### src/rtl/fmap_reader.sv
// fmap_reader: streams packed 64-bit feature-map words from both BRAM32k ports as signed pixel pairs.
// Latency: first pixel RD_LAT+2 cycles after start (2 cycles, a leading pad pair, with FMAP_RD_ZPAD_EN).
// Backpressure: pix_ready low holds the current pair; fetching pauses once the 2-entry word buffer is full.
// Build option: define FMAP_RD_ZPAD_EN to frame every row with one zero pixel pair on each side.
module fmap_reader #(
  parameter int RD_LAT       = 1,
  parameter int ROW_STRIDE   = 128,
  parameter int PORTB_OFFSET = 128
) (
  input  logic        clk,
  input  logic        rst,
  input  logic        start,
  input  logic [11:0] base_addr,
  input  logic [6:0]  words_per_row,
  input  logic [7:0]  num_rows,
  output logic        busy,
  output logic        done,
  output logic        en_BRAM32k,
  output logic [11:0] addr_BRAM32k_1,
  output logic [11:0] addr_BRAM32k_2,
  input  logic [63:0] dout_BRAM32k_1,
  input  logic [63:0] dout_BRAM32k_2,
  output logic        pix_valid,
  input  logic        pix_ready,
  output logic [7:0]  pixA,
  output logic [7:0]  pixB,
  output logic        row_last,
  output logic        frame_last
);

  typedef enum logic [1:0] {S_IDLE, S_RUN, S_DONE} state_t;

  state_t            r_state, w_state_nxt;
  logic [6:0]        r_wpr;
  logic [7:0]        r_rows;
  logic [6:0]        r_fw;
  logic [7:0]        r_fr;
  logic [11:0]       r_row_base;
  logic              r_fetch_more;
  logic [RD_LAT-1:0] r_pend;
  logic [63:0]       r_buf_a [2];
  logic [63:0]       r_buf_b [2];
  logic              r_wp, r_rp;
  logic [1:0]        r_cnt;
  logic [2:0]        r_k;
  logic [6:0]        r_sw;
  logic [7:0]        r_sr;

  logic        w_start_ok, w_degen, w_issue, w_capture, w_hs, w_pop, w_vld;
  logic        w_rl, w_frame_end, w_word_last, w_row_fin;
  logic [2:0]  w_inflight;
  logic [11:0] w_addr;
  logic [7:0]  w_byte_a, w_byte_b;

  assign w_start_ok  = start && (r_state == S_IDLE);
  assign w_degen     = (words_per_row == 7'd0) || (num_rows == 8'd0);

  // Count reads still travelling through the BRAM read pipeline.
  always_comb begin
    w_inflight = 3'd0;
    for (int i = 0; i < RD_LAT; i++) w_inflight = w_inflight + {2'b00, r_pend[i]};
  end

  // Buffered plus in-flight words never exceed the two buffer slots.
  assign w_issue     = (r_state == S_RUN) && r_fetch_more && (({1'b0, r_cnt} + w_inflight) < 3'd2);
  assign w_capture   = r_pend[RD_LAT-1];
  assign w_addr      = r_row_base + {5'd0, r_fw};
  assign w_word_last = (r_sw == r_wpr - 7'd1);
  assign w_row_fin   = (r_sr == r_rows - 8'd1);
  assign w_byte_a    = r_buf_a[r_rp][8*(7-r_k) +: 8];
  assign w_byte_b    = r_buf_b[r_rp][8*(7-r_k) +: 8];

`ifdef FMAP_RD_ZPAD_EN
  localparam logic [1:0] PH_LEAD = 2'd0, PH_DATA = 2'd1, PH_TRAIL = 2'd2;
  logic [1:0] r_ph;
  logic       r_first;

  // Pads need no BRAM data; only the very first lead pad waits one cycle after start.
  assign w_vld       = (r_state == S_RUN) &&
                       ((r_ph == PH_LEAD) ? !r_first :
                        (r_ph == PH_DATA) ? (r_cnt != 2'd0) : 1'b1);
  assign w_rl        = (r_ph == PH_TRAIL);
  assign w_pop       = w_hs && (r_ph == PH_DATA) && (r_k == 3'd7);
  assign pixA        = (w_vld && (r_ph == PH_DATA)) ? w_byte_a : 8'd0;
  assign pixB        = (w_vld && (r_ph == PH_DATA)) ? w_byte_b : 8'd0;
`else
  assign w_vld       = (r_state == S_RUN) && (r_cnt != 2'd0);
  assign w_rl        = (r_k == 3'd7) && w_word_last;
  assign w_pop       = w_hs && (r_k == 3'd7);
  assign pixA        = w_vld ? w_byte_a : 8'd0;
  assign pixB        = w_vld ? w_byte_b : 8'd0;
`endif

  assign w_hs        = w_vld && pix_ready;
  assign w_frame_end = w_hs && w_rl && w_row_fin;

  assign pix_valid      = w_vld;
  assign row_last       = w_vld && w_rl;
  assign frame_last     = w_vld && w_rl && w_row_fin;
  assign en_BRAM32k     = w_issue;
  assign addr_BRAM32k_1 = w_issue ? w_addr : 12'd0;
  assign addr_BRAM32k_2 = w_issue ? (w_addr + 12'(PORTB_OFFSET)) : 12'd0;

  // FSM state register.
  always_ff @(posedge clk or negedge rst) begin
    if (!rst) r_state <= S_IDLE;
    else      r_state <= w_state_nxt;
  end

  // Next state and status outputs.
  always_comb begin
    w_state_nxt = r_state;
    busy        = 1'b0;
    done        = 1'b0;
    case (r_state)
      S_IDLE: if (start) w_state_nxt = w_degen ? S_DONE : S_RUN;
      S_RUN: begin
        busy = 1'b1;
        if (w_frame_end) w_state_nxt = S_DONE;
      end
      S_DONE: begin
        done        = 1'b1;
        w_state_nxt = S_IDLE;
      end
      default: w_state_nxt = S_IDLE;
    endcase
  end

  // Fetch side: configuration latch, row/word address walk and read pipeline tracking.
  always_ff @(posedge clk or negedge rst) begin
    if (!rst) begin
      r_wpr        <= '0;
      r_rows       <= '0;
      r_fw         <= '0;
      r_fr         <= '0;
      r_row_base   <= '0;
      r_fetch_more <= 1'b0;
      r_pend       <= '0;
    end else begin
      r_pend <= (r_pend << 1) | RD_LAT'(w_issue);
      if (w_start_ok) begin
        r_wpr        <= words_per_row;
        r_rows       <= num_rows;
        r_fw         <= '0;
        r_fr         <= '0;
        r_row_base   <= base_addr;
        r_fetch_more <= !w_degen;
      end else if (w_issue) begin
        if (r_fw == r_wpr - 7'd1) begin
          r_fw       <= '0;
          r_fr       <= r_fr + 8'd1;
          r_row_base <= r_row_base + 12'(ROW_STRIDE);
          if (r_fr == r_rows - 8'd1) r_fetch_more <= 1'b0;
        end else begin
          r_fw <= r_fw + 7'd1;
        end
      end
    end
  end

  // Two-entry word-pair buffer: push on read return, pop after the eighth pixel of the head.
  always_ff @(posedge clk or negedge rst) begin
    if (!rst) begin
      r_buf_a[0] <= '0;
      r_buf_a[1] <= '0;
      r_buf_b[0] <= '0;
      r_buf_b[1] <= '0;
      r_wp       <= 1'b0;
      r_rp       <= 1'b0;
      r_cnt      <= 2'd0;
    end else if (w_start_ok) begin
      r_wp  <= 1'b0;
      r_rp  <= 1'b0;
      r_cnt <= 2'd0;
    end else begin
      if (w_capture) begin
        r_buf_a[r_wp] <= dout_BRAM32k_1;
        r_buf_b[r_wp] <= dout_BRAM32k_2;
        r_wp          <= ~r_wp;
      end
      if (w_pop) r_rp <= ~r_rp;
      r_cnt <= r_cnt + {1'b0, w_capture} - {1'b0, w_pop};
    end
  end

  // Stream side: byte, word and row position of the pixel currently offered.
  always_ff @(posedge clk or negedge rst) begin
    if (!rst) begin
      r_k  <= '0;
      r_sw <= '0;
      r_sr <= '0;
`ifdef FMAP_RD_ZPAD_EN
      r_ph    <= PH_LEAD;
      r_first <= 1'b0;
`endif
    end else if (w_start_ok) begin
      r_k  <= '0;
      r_sw <= '0;
      r_sr <= '0;
`ifdef FMAP_RD_ZPAD_EN
      r_ph    <= PH_LEAD;
      r_first <= 1'b1;
`endif
    end else begin
`ifdef FMAP_RD_ZPAD_EN
      r_first <= 1'b0;
      if (w_hs) begin
        if (r_ph == PH_LEAD) begin
          r_ph <= PH_DATA;
        end else if (r_ph == PH_TRAIL) begin
          r_ph <= PH_LEAD;
          r_sr <= r_sr + 8'd1;
        end else if (r_k == 3'd7) begin
          r_k <= '0;
          if (w_word_last) begin
            r_sw <= '0;
            r_ph <= PH_TRAIL;
          end else begin
            r_sw <= r_sw + 7'd1;
          end
        end else begin
          r_k <= r_k + 3'd1;
        end
      end
`else
      if (w_hs) begin
        if (r_k == 3'd7) begin
          r_k <= '0;
          if (w_word_last) begin
            r_sw <= '0;
            r_sr <= r_sr + 8'd1;
          end else begin
            r_sw <= r_sw + 7'd1;
          end
        end else begin
          r_k <= r_k + 3'd1;
        end
      end
`endif
    end
  end

endmodule

### config.mk
export PLATFORM = sky130hd
export DESIGN_NAME = fmap_reader
export DESIGN_NICKNAME = d
export VERILOG_FILES = /design/src/rtl/fmap_reader.sv
export SDC_FILE = /design/constraint.sdc
export NUM_CORES = 1
export LEC_CHECK = 0
export CAP_MARGIN = 40
export CORE_MARGIN = 5
export CORE_UTILIZATION = 32
export DETAILED_ROUTE_END_ITERATION = 6
export GPL_TIMING_DRIVEN = 0
export PLACE_DENSITY_LB_ADDON = 0.15
export SYNTH_ARGS = -nofsm -noshare
export SYNTH_HDL_FRONTEND = slang
export SYNTH_SLANG_ARGS = --single-unit
### constraint.sdc
create_clock -name clk -period 4.4 [get_ports clk]
set_clock_uncertainty 0.15 [all_clocks]
set_input_delay 0.88 -clock clk [delete_from_list [all_inputs] [get_ports clk]]
set_output_delay 0.88 -clock clk [all_outputs]
set_load 0.02 [all_outputs]
==> run_results.csv <==
group,metric,value,unit
clocking,clkTransAtPathRegs,60,ps
clocking,cts_buffers,39,
status,outcome,"complete, no violations",
synthesis,postSynthCellCount,1194,
clocking,ctsHoldBuffers,0,
timing,hold_viol,0,
timing,rsz0062_at_grt,"yes",
timing,worst_pin_slew,888.7,ps
floorplan,io_pins,205,
floorplan,die_h,233.7,um
place,place.gp.congestion,0.7984,
final_layout,final_area,20450,sq um
setup_path,worst-endpoint-arrival,3250,ps
detailed_routing,viasPerCell,4.968,
synthesis,syn_area,16020,sq um
synthesis,ys_async_sr_fraction,1.000,
setup_path,reg2regPathDepth,12,
timing,tns,0,ps
floorplan,num_rows,82,
clocking,htreeDepth,2,
grt,grt_max_degree,124,
timing,slew_headroom,0.4076,
synthesis,synth.largest_area_cell,"dfrtp_1",
floorplan,die_area,54630,sq um
timing,finalMaxSlewViolations,0,
setup_path,path_cells,"buf_6, inv_1, ha_1, nor3b_4, mux2i_1, mux2i_1, a2111o_1, buf_6, nor4b_4, clkdlybuf4s15_2",
pwr,peakVddDrop,0.3845,mV
final_layout,final_common_cell,"dfrtp_1",
flow_run,maxCapViolations,0,
setup_path,r2r_slack,1210,ps
detailed_routing,drc_errors,0,
final_layout,utilization,0.4101,
grt,grt_pass1_vias,11414,
floorplan,die_x,233.7,um
synthesis,yosys_warnings,0,
synthesis,ys_ff_latch,324,
detailed_routing,postRouteAntennaNets,0,
detailed_routing,routed_wl,46210,um
floorplan,start_util,0.3212,
setup_path,cp-end-kind,"output port",
setup_path,r2r-start,"r_wpr[0]$_DFFE_PN0P_",
synthesis,yosys.area.top_type_share,0.5062,
final_layout,layout_common_cells,"323 x dfrtp_1, 256 x mux2_2, 196 x clkdlybuf4s50_1, 89 x nand2_1, 80 x mux4_2",
setup_path,critPathMaxStageDelay,460,ps
synthesis,syn_nets,1373,
floorplan,coreArea,49860,sq um
timing,setup_viol,0,
clocking,cts_sinks,324,
synthesis,synth-edff-count,0,
place,place_hpwl,33910,um
detailed_routing,num_vias,10710,
grt,overflow,0,
pwr,powerDensity,788.9,nW/um^2
timing,layout_min_cycle_time,4277,ps
timing,fin_crit_sh,0.9721,
final_layout,syn_to_final_growth,27.68,%
setup_path,critPathKind,"reg -> out",
synthesis,synth_area_leaders,"dfrtp_1 51%, mux2_2 18%, mux4_2 11%",
setup_path,cp_slowest_cell,"a2111o_1",
clocking,cts_tree,"done",
place,port_buffers,204,
place,dpl_cell_area,19040,sq um
detailed_routing,wl_per_cell,21.43,um
synthesis,synth.avg_cell_area,13.42,sq um
clocking,clockBufferDepth,3,
worst_hold_path,hold_path.class,"in -> async",
final_layout,drive_above_1_share,0.3144,
clocking,clock-root-buffer,"clkbuf_16",
grt,antenna_found_initial,5,
detailed_routing,firstDrtPassIters,4,
setup_path,cp.required,3370,ps
setup_path,r2r_end,"r_fr[1]$_DFFE_PN0P_",
grt,grtUsageTotal,0.1692,
pwr,leakagePower,8.296,nW
timing,fmax,233.8,MHz
final_layout,nNetsFinal,1634,
synthesis,ys_types,62,
synthesis,yosysSeqAreaShare,0.5062,
grt,grt_pass1_wl,70290,um
setup_path,start_kind,"flip-flop",
synthesis,ys.flop_type,"dfrtp_1",
detailed_routing,first_iter_violations,555,
setup_path,path_max_fanout,10,
clocking,clkLatencyLatePin,550,ps
metal layers:
layer / track usage / wire, um / vias up
met3: 0.03427 / 2193 / 55
met2: 0.2878 / 22960 / 186
met4: 0.03817 / 736 / 4
met1: 0.2248 / 20300 / 5571
met5: 0 / 16 / -
li1: - / - / 4894
synth_stat cells (8+ instances only):
| cell | instances |
|---|---|
| mux2i_1 | 10 |
| and2_1 | 26 |
| dfrtp_1 | 324 |
| ha_1 | 19 |
| clkbuf_1 | 60 |
| nor4_1 | 8 |
| nand2b_1 | 8 |
| nand4_1 | 12 |
| nor3_1 | 17 |
| mux4_2 | 80 |
| inv_1 | 20 |
| xnor2_1 | 41 |
| nand2_1 | 89 |
| o31ai_1 | 9 |
| buf_4 | 8 |
| or4_1 | 8 |
| mux2_2 | 256 |
| a21oi_1 | 16 |
| xor2_1 | 17 |
| and3_1 | 8 |
| nand3_1 | 23 |
| o21ai_0 | 20 |
| nor2_1 | 39 |
final cells by class:
cell class | instances | area (sq um)
inverter | 21 | 82.58
antenna | 2 | 5.005
tap | 672 | 840.8
fill | 4824 | 29410
clock buffer | 55 | 1126
sequential | 324 | 8109
clock inverter | 13 | 141.4
buffer | 80 | 415.4
multi-input combinational | 768 | 7493
timing repair buffer | 221 | 2237
cell families after synthesis:
| kind of cell | share of synthesized area |
|---|---|
| compound gates | 0.03476 |
| buf+inv | 0.02765 |
| fa+ha+maj | 0.01609 |
| simple gates | 0.08210 |
| mux | 0.2987 |
| flops | 0.5062 |
| xor+xnor | 0.03453 |
power by group:
| group | internal, W | total [W] | switching, W |
|---|---|---|---|
| Sequential | 0.00440 | 0.00520 | 0.000792 |
| Combinational | 0.00419 | 0.00775 | 0.00356 |
| Clock | 0.00190 | 0.00318 | 0.00128 |
| Total | 0.0105 | 0.0161 | 0.00564 |
how the worst max path moves through the flow:
stage | startpoint | endpoint
floorplan | r_fw[0]$_DFFE_PN0P_ | addr_BRAM32k_2[11]
global placement | rst | r_buf_b[20]$_DFFE_PN0P_
detailed placement | r_fw[0]$_DFFE_PN0P_ | addr_BRAM32k_2[11]
CTS | r_fw[0]$_DFFE_PN0P_ | addr_BRAM32k_2[11]
global route | r_fw[0]$_DFFE_PN0P_ | addr_BRAM32k_2[11]
finish | r_wpr[0]$_DFFE_PN0P_ | frame_last
worst max-delay path, delay by kind of cell, from the launching register on:
| family | cells | cell delay, ps |
|---|---|---|
| compound gates | 1 | 460 |
| fa+ha+maj | 1 | 190 |
| buf+inv | 4 | 700 |
| flops | 1 | 370 |
| mux | 2 | 320 |
| simple gates | 2 | 660 |
state kept, by name, indices dropped and copies added, names as in the netlist:
| name | cells |
|---|---|
| r_buf_a | 128 |
| r_buf_b | 128 |
| r_cnt | 2 |
| r_fetch_more | 1 |
| r_fr | 8 |
| r_fw | 7 |
| r_k | 3 |
| r_pend | 1 |
| r_row_base | 12 |
| r_rows | 8 |
| r_rp | 1 |
| r_sr | 8 |
| r_state | 2 |
| r_sw | 7 |
| r_wp | 1 |
| r_wpr | 7 |
repair_timing:
| item | in CTS | in global routing |
|---|---|---|
| setup endpoints to repair | 33 | 23 |
| pin swaps | 3 | 5 |
| buffers inserted | 2 | 6 |
| gates resized for setup | 42 | 14 |
metrics by stage:
step                hold slack (ps)  setup slack [ps]  std cells  power, W
floorplan                     299.7             426.6       1194   0.01028
global placement              326.9            -12450       2070   0.01281
detailed placement            317.1            -268.0       2079   0.01300
CTS                           235.9            -60.87       2148   0.01632
global route                  296.9            -34.87       2154   0.01715
finish                        230.8             122.6       2156   0.01613
Note: power is estimated with default switching activity, not from simulation.
==> RTL edit: new RTL, config.mk and constraints unchanged <==
Re-encode `state_t` (3 states) as one-hot, 3 bits wide.
--- a/src/rtl/fmap_reader.sv
+++ b/src/rtl/fmap_reader.sv
@@ -29,5 +29,5 @@
 );
 
-  typedef enum logic [1:0] {S_IDLE, S_RUN, S_DONE} state_t;
+  typedef enum logic [2:0] {S_IDLE = 3'b001, S_RUN = 3'b010, S_DONE = 3'b100} state_t;
 
   state_t            r_state, w_state_nxt;
Function: no difference found for any inputs over 4 cycles, from zero or initial values and one cycle with rst low; so few cycles prove little.
==> RTL edit against the unedited design <==
- area after synthesis decreased by 0.92%
- sequential share of layout area grew 0.18 points
- maximum frequency decreased by 0.14%
- wire length decreased by 3.6%
- first-iteration DRC count up 5.6%
- worst hold slack gained 7.4 ps
- setup slack worse by 6.2 ps
- final area is 0.13% lower
- sequential cell count up 1
- synthesized cell count down 1.9%
- critical path type unchanged
Power is not compared: it rests on default switching activity, and its combinational part moved more than twofold at a synthesized area within 25%.
==> RTL edit: results (changes against the unedited design) <==
DRT iter0 DRCs - 586 (+5.6%)
Hold Slack - 238.1 ps (+7.378 ps)
fillers - 4642 (-3.8%)
register fraction of the total cell area - 39.83% (+0.18 points)
status - complete, no violations
synth unique cells - 58 (-6.5%)
Ant. Diodes - 0 (-2)
total clock sinks - 325 (+0.31%)
Crit-path slowest cell - mux4_2
Finished Cell Area - 20420 um2 (-0.13%)
Worst-Margin Slew - 796.7 ps (-91.93 ps)
post-DR vias/cell - 4.911 (-1.1%)
inverters - 14 (-33%)
crit-path max cell delay - 580 ps (+120 ps)
WL met3 - 2392 um (+9.1%)
GRT Resource Usage Total - 16.48% (-0.44 points)
Placed Cells - 2054 (-1.2%)
crit path to - pixA[3]
post-DP HPWL - 32870 um (-3.1%)
met3 GRT Util - 3.075% (-0.35 points)
initial antenna violation count - 1 (-4)
met2 Use GR - 27.48% (-1.3 points)
Finished Core Util - 41.64% (+0.62 points)
Peak Freq - 233.4 MHz (-0.14%)
Place WS - -76.56 ps (+191.5 ps)
-- RTL edit: cell types whose count changed after synthesis, sizes merged, moves of 6 or more --
cell    before  now
xnor2       41   33
nor3        17    8
o31ai        9    2
a21oi       17    8
clkbuf      60   52
inv         21   13
nor2        39   47
mux2i       10    4
xor2        17   31
-- RTL edit: cells by family (layout without fill, tap and decap cells) --
kind of cell | Yosys count | in the layout | synth area share (%)
xor gates and xnor gates | 66 | 66 | 3.824
adders and majority gates | 20 | 20 | 1.624
buffers and inverters | 87 | 380 | 2.271
DFF | 325 | 325 | 51.25
AOI/OAI and AO/OA | 70 | 70 | 2.917
and+or+nand+nor | 261 | 261 | 8.199
muxes | 342 | 342 | 29.91
-- RTL edit: timing repair --
action / in CTS / in global routing
buffers inserted: 4 / 2
pin swaps: 3 / 2
endpoints found under the setup margin: 36 / 23
resized for setup: 39 / 11
